### src/rtl/fmc_pkg.sv
// Shared FMC master definitions: controller state encoding and bus idle levels.
package fmc_pkg;

    typedef enum logic [2:0] {
        ST_IDLE,
        ST_ADDR,
        ST_LAT,
        ST_DATA,
        ST_TURN
    } fmc_state_t;

    localparam logic FMC_CTL_IDLE  = 1'b1;  // NE/NL/NOE/NWE inactive level
    localparam logic FMC_CLK_RESET = 1'b0;
    localparam logic FMC_DT_INPUT  = 1'b1;  // pad direction when not driving

endpackage

### src/rtl/fmc_clk_gen.sv
// FMC bus clock at clk/2 plus strobes marking which clk edge comes next.
module fmc_clk_gen
    import fmc_pkg::*;
(
    input  logic clk,
    input  logic rst_n,
    output logic fmc_clk,
    output logic rise_slot,
    output logic fall_slot
);

    always_ff @(posedge clk or negedge rst_n) begin
        if (!rst_n) fmc_clk <= FMC_CLK_RESET;
        else        fmc_clk <= ~fmc_clk;
    end

    // The coming edge drives FMC_CLK high when it is currently low, and vice versa.
    always_comb begin
        rise_slot = ~fmc_clk;
        fall_slot = fmc_clk;
    end

endmodule

### src/rtl/fmc_mst_if.sv
// Single-outstanding FMC bus master: multiplexed address phase, fixed latency,
// NWAIT-extended data phase with timeout, one-cycle turnaround.
module fmc_mst_if
    import fmc_pkg::*;
#(
    parameter int unsigned C_ADDR_WIDTH   = 12,
    parameter int unsigned C_DATA_WIDTH   = 16,
    parameter int unsigned C_DATA_LATENCY = 2,
    parameter int unsigned C_WAIT_TIMEOUT = 255
) (
    input  logic                      clk,
    input  logic                      rst_n,
    input  logic                      cmd_valid,
    output logic                      cmd_ready,
    input  logic                      cmd_rnw,
    input  logic [C_ADDR_WIDTH-1:0]   cmd_addr,
    input  logic [C_DATA_WIDTH-1:0]   cmd_wdata,
    input  logic [C_DATA_WIDTH/8-1:0] cmd_be,
    output logic                      rsp_valid,
    output logic [C_DATA_WIDTH-1:0]   rsp_rdata,
    output logic                      rsp_err,
    output logic                      FMC_CLK,
    output logic [C_ADDR_WIDTH-1:0]   FMC_A,
    input  logic [C_DATA_WIDTH-1:0]   FMC_D_I,
    output logic [C_DATA_WIDTH-1:0]   FMC_D_O,
    output logic [C_DATA_WIDTH-1:0]   FMC_D_T,
    output logic [C_DATA_WIDTH/8-1:0] FMC_NBL,
    output logic                      FMC_NE,
    output logic                      FMC_NL,
    output logic                      FMC_NOE,
    output logic                      FMC_NWE,
    input  logic                      FMC_NWAIT
);

    localparam int unsigned BE_W      = C_DATA_WIDTH / 8;
    localparam int unsigned WAIT_W    = $clog2(C_WAIT_TIMEOUT + 1);
    localparam logic [WAIT_W-1:0] WAIT_LAST = WAIT_W'(C_WAIT_TIMEOUT - 1);
    localparam logic [3:0]        LAT_INIT  = 4'(C_DATA_LATENCY - 1);

    logic rise_slot, fall_slot;

    fmc_clk_gen u_clk_gen (
        .clk       (clk),
        .rst_n     (rst_n),
        .fmc_clk   (FMC_CLK),
        .rise_slot (rise_slot),
        .fall_slot (fall_slot)
    );

    fmc_state_t              state_q, state_d;
    logic                    pend_q, pend_d, ready_q, ready_d;
    logic                    rnw_q, rnw_d, done_q, done_d;
    logic [C_ADDR_WIDTH-1:0] addr_q, addr_d, a_q, a_d;
    logic [C_DATA_WIDTH-1:0] wdata_q, wdata_d, do_q, do_d, dt_q, dt_d;
    logic [C_DATA_WIDTH-1:0] rdata_q, rdata_d;
    logic [BE_W-1:0]         be_q, be_d, nbl_q, nbl_d;
    logic [3:0]              lat_q, lat_d;
    logic [WAIT_W-1:0]       wait_q, wait_d;
    logic                    rsp_valid_q, rsp_valid_d, err_q, err_d;
    logic                    ne_q, ne_d, nl_q, nl_d, noe_q, noe_d, nwe_q, nwe_d;
    logic                    go_data;

    always_ff @(posedge clk or negedge rst_n) begin
        if (!rst_n) begin
            state_q     <= ST_IDLE;
            pend_q      <= 1'b0;
            ready_q     <= 1'b0;
            rnw_q       <= 1'b0;
            done_q      <= 1'b0;
            addr_q      <= '0;
            wdata_q     <= '0;
            be_q        <= '0;
            lat_q       <= '0;
            wait_q      <= '0;
            rsp_valid_q <= 1'b0;
            rdata_q     <= '0;
            err_q       <= 1'b0;
            a_q         <= '0;
            do_q        <= '0;
            dt_q        <= {C_DATA_WIDTH{FMC_DT_INPUT}};
            nbl_q       <= '1;
            ne_q        <= FMC_CTL_IDLE;
            nl_q        <= FMC_CTL_IDLE;
            noe_q       <= FMC_CTL_IDLE;
            nwe_q       <= FMC_CTL_IDLE;
        end else begin
            state_q     <= state_d;
            pend_q      <= pend_d;
            ready_q     <= ready_d;
            rnw_q       <= rnw_d;
            done_q      <= done_d;
            addr_q      <= addr_d;
            wdata_q     <= wdata_d;
            be_q        <= be_d;
            lat_q       <= lat_d;
            wait_q      <= wait_d;
            rsp_valid_q <= rsp_valid_d;
            rdata_q     <= rdata_d;
            err_q       <= err_d;
            a_q         <= a_d;
            do_q        <= do_d;
            dt_q        <= dt_d;
            nbl_q       <= nbl_d;
            ne_q        <= ne_d;
            nl_q        <= nl_d;
            noe_q       <= noe_d;
            nwe_q       <= nwe_d;
        end
    end

    always_comb begin
        state_d     = state_q;
        pend_d      = pend_q;
        ready_d     = ready_q;
        rnw_d       = rnw_q;
        done_d      = done_q;
        addr_d      = addr_q;
        wdata_d     = wdata_q;
        be_d        = be_q;
        lat_d       = lat_q;
        wait_d      = wait_q;
        rsp_valid_d = 1'b0;
        rdata_d     = rdata_q;
        err_d       = err_q;
        a_d         = a_q;
        do_d        = do_q;
        dt_d        = dt_q;
        nbl_d       = nbl_q;
        ne_d        = ne_q;
        nl_d        = nl_q;
        noe_d       = noe_q;
        nwe_d       = nwe_q;
        go_data     = 1'b0;

        case (state_q)
            // Accepted command waits in pend until the next fall slot starts ADDR.
            ST_IDLE: begin
                if (cmd_valid && ready_q) begin
                    rnw_d   = cmd_rnw;
                    addr_d  = cmd_addr;
                    wdata_d = cmd_wdata;
                    be_d    = cmd_be;
                    pend_d  = 1'b1;
                    ready_d = 1'b0;
                end else if (pend_q) begin
                    if (fall_slot) begin
                        state_d = ST_ADDR;
                        pend_d  = 1'b0;
                        ne_d    = 1'b0;
                        nl_d    = 1'b0;
                        a_d     = addr_q;
                        nbl_d   = ~be_q;
                        nwe_d   = rnw_q;
                    end
                end else begin
                    ready_d = 1'b1;
                end
            end
            ST_ADDR: begin
                if (fall_slot) begin
                    nl_d = FMC_CTL_IDLE;
                    if (C_DATA_LATENCY == 0) begin
                        go_data = 1'b1;
                    end else begin
                        state_d = ST_LAT;
                        lat_d   = LAT_INIT;
                    end
                end
            end
            ST_LAT: begin
                if (fall_slot) begin
                    if (lat_q == '0) go_data = 1'b1;
                    else             lat_d   = lat_q - 1'b1;
                end
            end
            ST_DATA: begin
                if (rise_slot && !done_q) begin
                    if (FMC_NWAIT) begin
                        done_d  = 1'b1;
                        rdata_d = rnw_q ? FMC_D_I : '0;
                        err_d   = 1'b0;
                    end else begin
                        wait_d = wait_q + 1'b1;
                        if (wait_q == WAIT_LAST) begin
                            done_d  = 1'b1;
                            rdata_d = '0;
                            err_d   = 1'b1;
                        end
                    end
                end else if (fall_slot && done_q) begin
                    state_d     = ST_TURN;
                    rsp_valid_d = 1'b1;
                    ne_d        = FMC_CTL_IDLE;
                    nl_d        = FMC_CTL_IDLE;
                    noe_d       = FMC_CTL_IDLE;
                    nwe_d       = FMC_CTL_IDLE;
                    nbl_d       = '1;
                    dt_d        = {C_DATA_WIDTH{FMC_DT_INPUT}};
                end
            end
            ST_TURN: begin
                if (fall_slot) begin
                    state_d = ST_IDLE;
                    ready_d = 1'b1;
                end
            end
            default: state_d = ST_IDLE;
        endcase

        // Shared by ADDR (zero latency) and LAT exits.
        if (go_data) begin
            state_d = ST_DATA;
            wait_d  = '0;
            done_d  = 1'b0;
            if (rnw_q) begin
                noe_d = 1'b0;
                dt_d  = {C_DATA_WIDTH{FMC_DT_INPUT}};
            end else begin
                do_d = wdata_q;
                dt_d = '0;
            end
        end
    end

    always_comb begin
        cmd_ready = ready_q;
        rsp_valid = rsp_valid_q;
        rsp_rdata = rdata_q;
        rsp_err   = err_q;
        FMC_A     = a_q;
        FMC_D_O   = do_q;
        FMC_D_T   = dt_q;
        FMC_NBL   = nbl_q;
        FMC_NE    = ne_q;
        FMC_NL    = nl_q;
        FMC_NOE   = noe_q;
        FMC_NWE   = nwe_q;
    end

endmodule
### config.mk
export PLATFORM = sky130hd
export DESIGN_NAME = fmc_mst_if
export DESIGN_NICKNAME = d
export VERILOG_FILES = /design/src/rtl/fmc_pkg.sv /design/src/rtl/fmc_clk_gen.sv /design/src/rtl/fmc_mst_if.sv
export SDC_FILE = /design/constraint.sdc
export NUM_CORES = 1
export LEC_CHECK = 0
export CAP_MARGIN = 15
export CELL_PAD_IN_SITES_DETAIL_PLACEMENT = 2
export CELL_PAD_IN_SITES_GLOBAL_PLACEMENT = 2
export CORE_ASPECT_RATIO = 1.5
export CORE_MARGIN = 2
export CORE_UTILIZATION = 34
export CTS_CLUSTER_SIZE = 25
export DETAILED_ROUTE_END_ITERATION = 8
export GPL_ROUTABILITY_DRIVEN = 0
export PLACE_DENSITY_LB_ADDON = 0.05
export REMOVE_ABC_BUFFERS = 1
export SLEW_MARGIN = 25
export SYNTH_ARGS = -nofsm -noshare
export SYNTH_HDL_FRONTEND = slang
export SYNTH_HIERARCHICAL = 1
export SYNTH_SLANG_ARGS = --single-unit
### constraint.sdc
create_clock -name clk -period 3.1 [get_ports clk]
set_input_delay 0.62 -clock clk [delete_from_list [all_inputs] [get_ports clk]]
set_output_delay 0.62 -clock clk [all_outputs]
set_load 0.05 [all_outputs]
# After elaboration in Yosys (flattened, before gate mapping)

Index checks and enable logic that the tools add are counted.

Add/subtract/negate cells: 2
Bitwise logic cells: 4
Mux-type cells: 66
Equal/unequal tests: 25
Reductions and logical operators: 27

Operators by type and width:

| cell                  | number |
|---|---|
| $mux W16              | 8 |
| $mux W8               | 4 |
| $mux W1               | 31 |
| $mux W3               | 8 |
| $ne A3 B3 Y1 const B  | 5 |
| $pmux W3 S5           | 1 |
| $reduce_and A3 Y1     | 5 |
| $ne A2 B2 Y1 const B  | 7 |
| $reduce_bool A2 Y1    | 7 |
| $mux W4               | 3 |
| $mux W2               | 5 |
| $ne A2 B1 Y1 const B  | 5 |
| $ne A3 B2 Y1 const B  | 3 |
| $add A8 B1 Y8 const B | 1 |
| $eq A8 B8 Y1 const B  | 1 |
| $pmux W4 S2           | 1 |
| $reduce_and A4 Y1     | 2 |
| $reduce_and A8 Y1     | 1 |
| $reduce_and A7 Y1     | 1 |
| $eq A3 B2 Y1 const B  | 2 |
| $pmux W1 S2           | 3 |
| $reduce_and A6 Y1     | 1 |
| $reduce_bool A3 Y1    | 2 |
| $logic_not A4 Y1      | 1 |
| other kinds (11)      | 16 |

Input bits: 51
Logic and storage cells: 146
Register bits: 118

# Logic depth before layout (Yosys ltp)

Gate-level depths: netlist of run 1.

Depth after elaboration: 6
Gate-level depth with buffers: 8
Mapped depth without buffers: 6

# Modules after synthesis

Netlist of run 1, hierarchy kept.

Modules (own cells, without submodules):

| module      | area an instance (µm²) | instances | seq. area each (µm²) | cells each |
|---|---|---|---|---|
| fmc_mst_if  | 4342.9                 | 1         | 2561.2               | 329 |
| fmc_clk_gen | 36.3                   | 1         | 25.0                 | 3 |

# Worst setup path after synthesis of run 1

No wires, ideal clock.

Path kind: register -> register
Start point: register lat_q[0]
End point: register do_q[10], in the netlist FMC_D_O[10]
Required time: 2975 ps
Setup slack: 1211 ps
Setup time: 125 ps
Clock period less this slack: 1889 ps
Arrival time: 1764 ps
Stages on the path, launching flop included: 9
Buffers on the path: 2
Path through: dfrtp_1 inv_1 ha_1 nor3b_2 and3_1 and2b_1 buf_4 buf_6 mux2_2

Longest elaborated chain between the ends: 5

Ends and longest elaborated chain:

| what                               | line              | source |
|---|---|---|
| from (decl)                        | fmc_mst_if.sv:57  | `logic [3:0] lat_q, lat_d;` |
| from (signal assigned)             | fmc_mst_if.sv:95  | `lat_q <= lat_d;` |
| $logic_not A4 Y1                   | fmc_mst_if.sv:172 | `if (lat_q == '0) go_data = 1'b1;` |
| $mux W1                            | fmc_mst_if.sv:172 |  |
| $mux W1                            | fmc_mst_if.sv:171 | `if (fall_slot) begin` |
| $mux W1                            | fmc_mst_if.sv:135 | `case (state_q)` |
| $reduce_and A2 Y1 (no source line) | -                 |  |
| to (signal assigned)               | fmc_mst_if.sv:101 | `do_q <= do_d;` |
| to (decl)                          | fmc_mst_if.sv:54  | `logic [C_DATA_WIDTH-1:0] wdata_q, wdata_d, do_q, do_d, dt_q, dt_d;` |

Every way passes these cells.
A chain may end at the register's enable or synchronous reset.

# Final worst setup path of run 1

Start point: register dt_q[14], in the netlist FMC_D_T[14]
End point: output port FMC_D_T[14]

RTL lines:

| what                   | line              | source |
|---|---|---|
| from (decl)            | fmc_mst_if.sv:54  |  |
| from (signal assigned) | fmc_mst_if.sv:80  | `dt_q <= {C_DATA_WIDTH{FMC_DT_INPUT}};` |
| from (signal assigned) | fmc_mst_if.sv:102 | `dt_q <= dt_d;` |
| to (decl)              | fmc_mst_if.sv:26  | `output logic [C_DATA_WIDTH-1:0] FMC_D_T,` |

No word-level cell between the ends.

==> results of run 1 <==
==> metrics by stage <==
| step | setup slack (ns) | util (%) | cells |
|---|---|---|---|
| after floorplan | -0.6769 | - | 299 |
| after global placement | 0.8413 | 44.77 | 582 |
| after detailed placement | 0.7621 | 44.77 | 582 |
| after CTS | 0.5463 | 47.21 | 598 |
| after global routing | 0.4686 | 47.21 | 598 |
| final | 0.5844 | 47.21 | 598 |
==> cell type report <==
class / instances / area (sq um) / area share (%)
repair buffers: 127 / 1264 / 21.39
multi-input cells: 180 / 1496 / 25.33
clock buffers: 11 / 242.7 / 4.109
inverters: 16 / 60.06 / 1.017
clock inverters: 5 / 62.56 / 1.059
well taps: 156 / 195.2 / 3.304
flip-flops and latches: 103 / 2586 / 43.78
==> flip-flops by register name (all words and copies together) (netlist names), 2 cells and up <==
register   count
FMC_A         12
FMC_D_O       16
FMC_NBL        2
addr_q        12
be_q           2
lat_q          4
rsp_rdata     16
state_q        3
wait_q         8
wdata_q       16
==> placed cells by master, fill, tap and decap left out, types with 3 or more instances in the layout <==
| cell type | synthesis | routed |
|---|---|---|
| xnor2_1 | 4 | 4 |
| nand3_1 | 7 | 7 |
| nor3_1 | 4 | 4 |
| nor2_1 | 12 | 12 |
| buf_4 | 19 | 7 |
| mux2_2 | 56 | 56 |
| ha_1 | 3 | 3 |
| o21a_1 | 3 | 3 |
| a21oi_1 | 13 | 13 |
| a22o_1 | 16 | 16 |
| nand2b_1 | 3 | 3 |
| clkdlybuf4s50_1 | 0 | 119 |
| clkbuf_16 | 0 | 9 |
| o21ai_0 | 8 | 8 |
| o22a_1 | 3 | 3 |
| nand4_1 | 3 | 3 |
| dfrtp_1 | 96 | 96 |
| dfstp_2 | 7 | 7 |
| nand2_1 | 10 | 10 |
| inv_1 | 16 | 16 |
==> metal layers <==
metal / track usage [%] / part of all wire [%] / vias to the layer above
met4: 5.337 / 1.4 / 0
met3: 4.650 / 5.0 / 9
met1: 19.05 / 39 / 1537
met5: 0 / 0 / -
li1: - / - / 1359
met2: 30.15 / 54 / 75
==> worst max-delay path by stage <==
| stage | end | depth (start not counted) | startpoint | slack (ns) |
|---|---|---|---|---|
| finish | FMC_D_T[14] | 1 | FMC_D_T[14]$_DFFE_PN1P_ | 0.58 |
| CTS | FMC_D_T[14] | 1 | FMC_D_T[14]$_DFFE_PN1P_ | 0.55 |
| detailed placement | FMC_NBL[0]$_DFFE_PN1P_ | 6 | cmd_valid | 0.76 |
| global placement | FMC_NWE$_DFFE_PN1P_ | 6 | cmd_valid | 0.84 |
| global route | FMC_D_T[14] | 1 | FMC_D_T[14]$_DFFE_PN1P_ | 0.47 |
| floorplan | FMC_D_T[0] | 0 | FMC_D_T[14]$_DFFE_PN1P_ | -0.68 |
==> logic make-up (layout without fill, tap and decap cells) <==
family                     after synthesis  after routing
AOI/OAI and AO/OA                       59             59
xor gates and xnor gates                 4              4
adders and majority gates                3              3
buffers and inverters                   49            159
DFF                                    103            103
muxes                                   57             57
and+or+nand+nor                         57             57
==> power by group through the flow <==
stage | logic [mW] | registers (mW) | clock network [mW]
finish | 3.32 | 2.45 | 1.16
global route | 3.52 | 2.57 | 1.26
CTS | 3.37 | 2.47 | 1.21
detailed placement | 3.36 | 2.48 | 0
global placement | 3.28 | 2.44 | 0
floorplan | 0.977 | 3.65 | 0
==> results.md, run 1 <==
- Outcome: complete, no violations
- Rows: 50
- PD cells: 1172 nW/um^2
- DRT iter0 DRCs: 70
- Die Area: between 10000 and 15000 sq um
- Worst path slowest cell: clkdlybuf4s50_1
- Worst hold-check path type: input pin to async pin
- Maximum number of pins on one net before global-route repair: between 50 and 60
- Initial cell density of the core: 35.00%
- TritonCTS clock tree: done
- Vias: 2980
- Fillcell total: 1261
- Ys Warns: 6
- Ports: 121
- Final Critical Period: around 2.5 ns
- Worst reg2reg path depth: 4
- Most frequent cell after synthesis: dfrtp_1
- Setup TNS: 0 ns
- Die Wd: 96.67 microns
- Vias in the first global route: between 3k and 4k
- CTS clk-pin slew, worst paths: 0.07 ns
- Register bit total from synthesis: 103
- IO buf count: 120
- # Max-Cap Violations: 0
- Top_reg_cell synth: dfrtp_1
- DR pass1 iterations: 3
- FMAX: 397.5 MHz
- Antenna-violating nets left: 0
- Reg2reg end: rsp_rdata[12]$_DFFE_PN0P_
- Initial antenna violation count: 0
- Overall Global Routing Usage: 16.68%
- Post-synthesis sequential area ratio: between 50% and 60%
- Logic pwr share: 47.9%
- Lkg Pwr: 2.547 nW
- Setup Fix Bufs, Post-CTS: 0
- Post-Synthesis Cell Area: 4379 sq um
- Post-synth top cells: dfrtp_1 (96), mux2_2 (56), buf_4 (19), a22o_1 (16), inv_1 (16)
- CP Capture Type: output port
- Arr. time, crit path: 1.90 ns
- Final Cell Area: 5907 sq um
- Final max-slew violation count: 0
- Worst-margin pin slew: 0.7452 ns
- Post-CTS Hold Buffers: 0
- Overflow after GRT: 0
- R2r startpoint: state_q[0]$_DFFE_PN0P_
- First-pass GRT wire length: 18.20 mm
- Dpl cell area: 5602 sq um
- Mux contribution to synthesized area: around 15%
- XOR/XNOR Fraction of Synth Area: 0.8000%
- HPWL after detailed placement: 7.983 mm
- CP cell instances: clkdlybuf4s50_1
- Largest family of logic cells by synthesized area: multiplexers
- Worst path buffer plus inverter count: 1
- CP Max Fanout: 17
- Final Hold Viols: 0
- RSZ-0062 raised after global routing: no
- Fraction of the mapped netlist area in adder cells: 0.8571%
- Post-synthesis compound-gate area fraction: 9.657%
- NetSw: 2.975 mW
- Fraction of layout cells with a size suffix above 1: 22.62%
- Post-synth top area share: 54.86%
- Rel. slew slack: 50.32%
- Register share of total power: 35.4%
- Worst path max stage delay: 0.87 ns
- Crit share post-route: 81.15%
- Endpoints failing setup: 0
- Sink Count: 103
- R2R Setup Slk: 0.92 ns
- Req. time, crit path: 2.48 ns
- Switching Share: 42.96%
- Pint: 3.950 mW
- Core area: 12510 sq um
- Total power: 6.926 mW
- Post-synth EDFFs: 0
- Final hold slack: 0.3276 ns
- TritonCTS buffer count: 9
- Cts repair resizes: 0
- ANT cells: 0
- Max VDD drop: just over 0.5 mV
- Final WL: 11.10 mm
- Via density: 4.983
- Worst Skew: 0.01214 ns
- Syn avg cell area: 13.19 sq um
- Worst skew pair latency: 0.35 ns
- Synth unique cells: 49
- Final nets: 491
- Clock Tree Root: clkbuf_16
- WS Path Type: register to output port
- Clock power share: 16.7%
- Per-cell routed wire length: 18.57 microns
- Htree depth: 3
- FFs w/ async S/R, synth: 100.0%
- Area Overhead vs Synth: 34.89%
- DRC Markers: 0
- Top cell family by delay on the critical path: buffers and inverters
- Area leader, netlist: dfrtp_1
- Startpoint types: register
- Synth area leaders: dfrtp_1 (55%), mux2_2 (14%), dfstp_2 (4.2%)
- Simple-gate area share of the yosys netlist: 8.200%
- Synth Instances: about 330
- Die span in y: 143.0 microns
- Max Buffers Root-to-Sink: 2
Power figures use the tool's default switching activity.
==> run 2, diff against run 1 <==
Settings changed: CORE_UTILIZATION 34 to 28.
Clock period 3.1 ns to 2.1 ns, I/O delays scaled along.
==> results.md, run 2 (synthesis results as in run 1) <==
- TritonCTS buffer count: 9
- First-pass GRT wire length: between 15 and 20 mm
- Htree depth: 3
- Fillcell total: 1606
- HPWL after detailed placement: 8.379 mm
- Die span in y: 157.2 microns
- FMAX: 496.3 MHz
- Final hold slack: 0.02051 ns
- Sink Count: 103
- Commonest non-fill, non-tap cells in the layout: dfrtp_1 (96), clkdlybuf4s50_1 (95), mux2_2 (56)
- Worst path slowest cell: clkdlybuf4s50_1
- DRC Markers: 0
- Final Critical Period: 2.015 ns
- Clock Tree Root: clkbuf_16
- Initial antenna violation count: 0
- Lkg Pwr: between 2 and 3 nW
- Post-Layout Cell Count: 662
- Levels on crit path: 1
- Vias: 3084
- Final worst setup slack: 0.08507 ns
- Maximum number of pins on one net before global-route repair: 35
- NetSw: 4.426 mW
- Final nets: between 500 and 600
- DR pass1 iterations: 3
- Per-cell routed wire length: 17.39 microns
- Fraction of layout cells with a size suffix above 1: 30.72%
- Die Wd: 106.1 microns
- R2R Setup Slk: ~0.15 ns
- Setup crit start: cmd_ready$_DFFE_PN0P_
- Post-place setup slack: 0.05746 ns
- Multi-input logic area: around 1500 sq um
- Req. time, crit path: 1.68 ns
- IO buf count: 120
- Die Area: 16680 sq um
- Final Hold Viols: 0
- Pint: 5.863 mW
- CP Capture Type: output port
- Worst skew pair latency: between 0.3 and 0.4 ns
- Commonest non-fill, non-tap cell in the layout: dfrtp_1
- Arr. time, crit path: 1.59 ns
- DRT iter0 DRCs: 53
- Endpoints failing setup: 0
- Dpl cell area: approximately 5700 sq um
- Worst path buffer plus inverter count: 1
- Final Cell Area: between 6000 and 7000 sq um
- CTS clk-pin slew, worst paths: 0.07 ns
- Max Buffers Root-to-Sink: 2
- Total power: 10.29 mW
- TritonCTS clock tree: done
- Final max-slew violation count: 0
- Crit share post-route: 95.95%
- Top cell family by delay on the critical path: buffers and inverters
- RSZ-0062 raised after global routing: no
- Switching Share: 43.02%
- Startpoint types: register
- CP cell instances: clkdlybuf4s50_1
- R2r startpoint: lat_q[0]$_DFFE_PN0P_
- Reg2reg end: FMC_D_O[4]$_DFFE_PN0P_
- Area Overhead vs Synth: 37.97%
- Worst hold-check path type: input pin to async pin
- Worst Skew: between 0.007 and 0.008 ns
- Worst reg2reg path depth: 7
- Placed Cells: ~650
- Worst path max stage delay: about 0.83 ns
- Vias in the first global route: 3452
- Clock power share: 16.7%
- PD cells: between 1500 and 2000 nW/um^2
- Setup Fix Bufs, Post-CTS: 0
- CP Max Fanout: 4
- Antenna-violating nets left: 0
- Via density: about 4.7
- Overall Global Routing Usage: roughly 15%
- Ports: 121
- Worst-margin pin slew: 0.5944 ns
- Rows: 56
- # Max-Cap Violations: 0
- WS Path Type: register to output port
- Logic pwr share: between 40% and 50%
- Rel. slew slack: 60.07%
- Critical Path Sink: cmd_ready
- Util after Layout: 39.02%
- Sequential cell area: 2586 sq um
- Max VDD drop: around 0.7 mV
- Core area: about 15000 sq um
- Outcome: complete, no violations
- ANT cells: 0
- Initial cell density of the core: 28.28%
- Overflow after GRT: 0
- Setup TNS: 0 ns
- Register share of total power: around 35%
- Final WL: 11.51 mm
## run 2: changes by cell type in the layout (fill, tap and decap cells not counted), sizes merged
cell	change
buf	+41
clkbuf	+1
clkdlybuf4s50	-24
inv	-1
## run 2: metal layers
metal / track usage (%) / share of wire [%] / up-vias
met5: 0 / 0 / -
met4: 6.015 / 1.7 / 0
met3: 3.271 / 4.3 / 11
met2: 26.28 / 54 / 71
met1: 17.02 / 40 / 1605
li1: - / - / 1397
## run 2: repair_timing
item                       in CTS  in global routing
resized for setup               0                  1
hold buffers                    0                  0
setup endpoints to repair       0                  9
## run 2: final cells by class
type                            count  area share (%)
Inverter                           16          0.9940
Clock inverter                      4          0.8905
Tap cell                          203           4.204
Timing Repair Buffer              144           22.24
Clock buffer                       12           4.080
Multi-Input combinational cell    180           24.79
Sequential cell                   103           42.80
## run 2: worst min path at each step
stage,startpoint,endpoint,slack [ns]
CTS,rst_n,wait_q[3]$_DFFE_PN0P_,0.03
detailed placement,rst_n,wait_q[7]$_DFFE_PN0P_,0.42
floorplan,rst_n,FMC_A[0]$_DFFE_PN0P_,0.12
finish,rst_n,wait_q[3]$_DFFE_PN0P_,0.02
global placement,rst_n,wait_q[3]$_DFFE_PN0P_,0.43
global route,rst_n,lat_q[3]$_DFFE_PN0P_,0.04
## run 2: power by group through the flow
stage	Combinational [mW]	Sequential (mW)	Clock [mW]
detailed placement	5.10	3.59	0
CTS	5.11	3.57	1.80
global route	5.35	3.70	1.88
floorplan	1.44	5.39	0
finish	5.03	3.54	1.72
global placement	4.98	3.54	0
==> run 3, diff against run 2 <==
Settings changed: CORE_UTILIZATION 28 to 34, PLACE_DENSITY_LB_ADDON 0.05 to 0.1, SKIP_LAST_GASP from default to 1.
Clock period 2.1 ns to 2.4 ns, I/O delays scaled along.
==> results.md, run 3 (synthesis results as in run 1) <==
- Outcome: complete, no violations
- Fraction of layout cells with a size suffix above 1: a little under a quarter
- CTS clk-pin slew, worst paths: around 0.080 ns
- Max VDD drop: 0.5375 mV
- First-pass GRT wire length: 18.75 mm
- Commonest non-fill, non-tap cells in the layout: clkdlybuf4s50_1 (103), dfrtp_1 (96), mux2_2 (56)
- Initial antenna violation count: 1
- Worst reg2reg path depth: 5
- DR pass1 iterations: 4
- Core area: 12510 sq um
- Per-cell routed wire length: 18.78 microns
- Commonest non-fill, non-tap cell in the layout: clkdlybuf4s50_1
- Worst path buffer plus inverter count: 1
- Util after Layout: 47.74%
- Switching Share: 43.79%
- TritonCTS clock tree: done
- R2r startpoint: state_q[0]$_DFFE_PN0P_
- Startpoint types: register
- Final hold slack: 0.1456 ns
- Area Overhead vs Synth: 36.40%
- Final Critical Period: 2.218 ns
- HPWL after detailed placement: 8.329 mm
- DRC Markers: 0
- Worst Skew: 0.01063 ns
- Initial cell density of the core: 35.00%
- CP Max Fanout: 9
- Register share of total power: 35.2%
- Pint: 4.993 mW
- Overall Global Routing Usage: 17.09%
- WS Path Type: register to output port
- Levels on crit path: 1
- Htree depth: 3
- Antenna-violating nets left: 0
- IO buf count: 120
- Rel. slew slack: between 50% and 60%
- PD cells: about 1500 nW/um^2
- Die Wd: 96.67 microns
- Rows: 50
- Req. time, crit path: between 1.5 and 2 ns
- RSZ-0062 raised after global routing: no
- Clock Tree Root: clkbuf_16
- Worst path slowest cell: clkdlybuf4s50_1
- Setup Fix Bufs, Post-CTS: 0
- NetSw: 3.889 mW
- Logic pwr share: 49.1%
- Vias: 3008
- Top cell family by delay on the critical path: buffers and inverters
- Final max-slew violation count: 0
- Final nets: 496
- Overflow after GRT: 0
- Post-Layout Cell Count: 604
- Crit share post-route: 92.43%
- Max Buffers Root-to-Sink: 2
- TritonCTS buffer count: 9
- DRT iter0 DRCs: 61
- Arr. time, crit path: 1.74 ns
- Placed Cells: approximately 590
- Worst skew pair latency: 0.34 ns
- Worst-margin pin slew: 0.7196 ns
- Final Hold Viols: 0
- Vias in the first global route: 3413
- Via density: 4.980
- Post-CTS Hold Buffers: 0
- Maximum number of pins on one net before global-route repair: 48
- Lkg Pwr: about 2.6 nW
- CP cell instances: clkdlybuf4s50_1
- # Max-Cap Violations: 0
- FMAX: 450.8 MHz
- Worst path max stage delay: roughly 0.87 ns
- Reg2reg end: wait_q[6]$_DFFE_PN0P_
- Die span in y: 143.0 microns
- Clock power share: 15.7%
- Sink Count: 103
- Worst hold-check path type: input pin to async pin
- Die Area: about 14000 sq um
- R2R Setup Slk: 0.23 ns
- Final WL: 11.35 mm
- Endpoints failing setup: 0
- CP Capture Type: output port
- Ports: 121
==> run 3: cell count changes in the layout (fill, tap and decap cells not counted), sizes merged <==
cell           change
clkdlybuf4s50      +8
clkbuf             -3
dlygate4sd2        +7
buf               -36
clkinvlp           -1
diode              +1
bufinv             -1
dlymetal6s2s       +9
inv                +2
clkinv             +3
==> run 3: worst max path at each step <==
stage	to	start	slack, ns
4_1_cts	FMC_D_T[1]	FMC_D_T[14]$_DFFE_PN1P_	0.004
6_report	FMC_CLK	u_clk_gen/fall_slot$_DFF_PN0_	0.18
3_3_place_gp	wait_q[6]$_DFFE_PN0P_	FMC_NWAIT	0.18
2_1_floorplan	FMC_D_T[0]	FMC_D_T[14]$_DFFE_PN1P_	-1.24
3_5_place_dp	wait_q[6]$_DFFE_PN0P_	FMC_NWAIT	0.05
5_1_grt	wait_q[6]$_DFFE_PN0P_	state_q[0]$_DFFE_PN0P_	0.05
==> run 3: layout make-up <==
type	count	area, sq um
Antenna cell	1	2.502
Fill cell	1260	6539
Tap cell	156	195.2
Timing Repair Buffer	132	1353
Inverter	16	60.06
Sequential cell	103	2586
Multi-Input combinational cell	180	1496
Clock buffer	9	225.2
Clock inverter	7	55.05
==> run 3: repair_timing <==
item                                    4_1_cts  5_1_grt
endpoints found under the setup margin       15        9
gates resized for setup                       7        9
cloned                                        0        0
==> run 3: per-layer routing <==
layer  part of all wire (%)  vias up  GRT usage, %
met3                    3.5        7         3.818
met2                     57       60         31.29
met5                      0        -             0
met4                   0.92        0         4.596
met1                     39     1562         20.16
li1                       -     1379             -
==> run 3: power by group through the flow <==
stage          registers [mW]  clock network, mW  logic, mW
2_1_floorplan            4.71                  0       1.26
3_3_place_gp             3.13                  0       4.34
3_5_place_dp             3.17                  0       4.45
4_1_cts                  3.15               1.46       4.43
5_1_grt                  3.27               1.52       4.65
6_report                 3.13               1.39       4.36
==> run 3: metrics by stage <==
step           cell area [sq um]  power [mW]  TNS [ns]  setup slack (ns)
2_1_floorplan               4143       5.974    -21.00            -1.237
3_3_place_gp                5677       7.464         0            0.1842
3_5_place_dp                5677       7.618         0           0.05309
4_1_cts                     5948       9.040         0          0.004172
5_1_grt                     5973       9.434         0           0.04714
6_report                    5973       8.882         0            0.1816
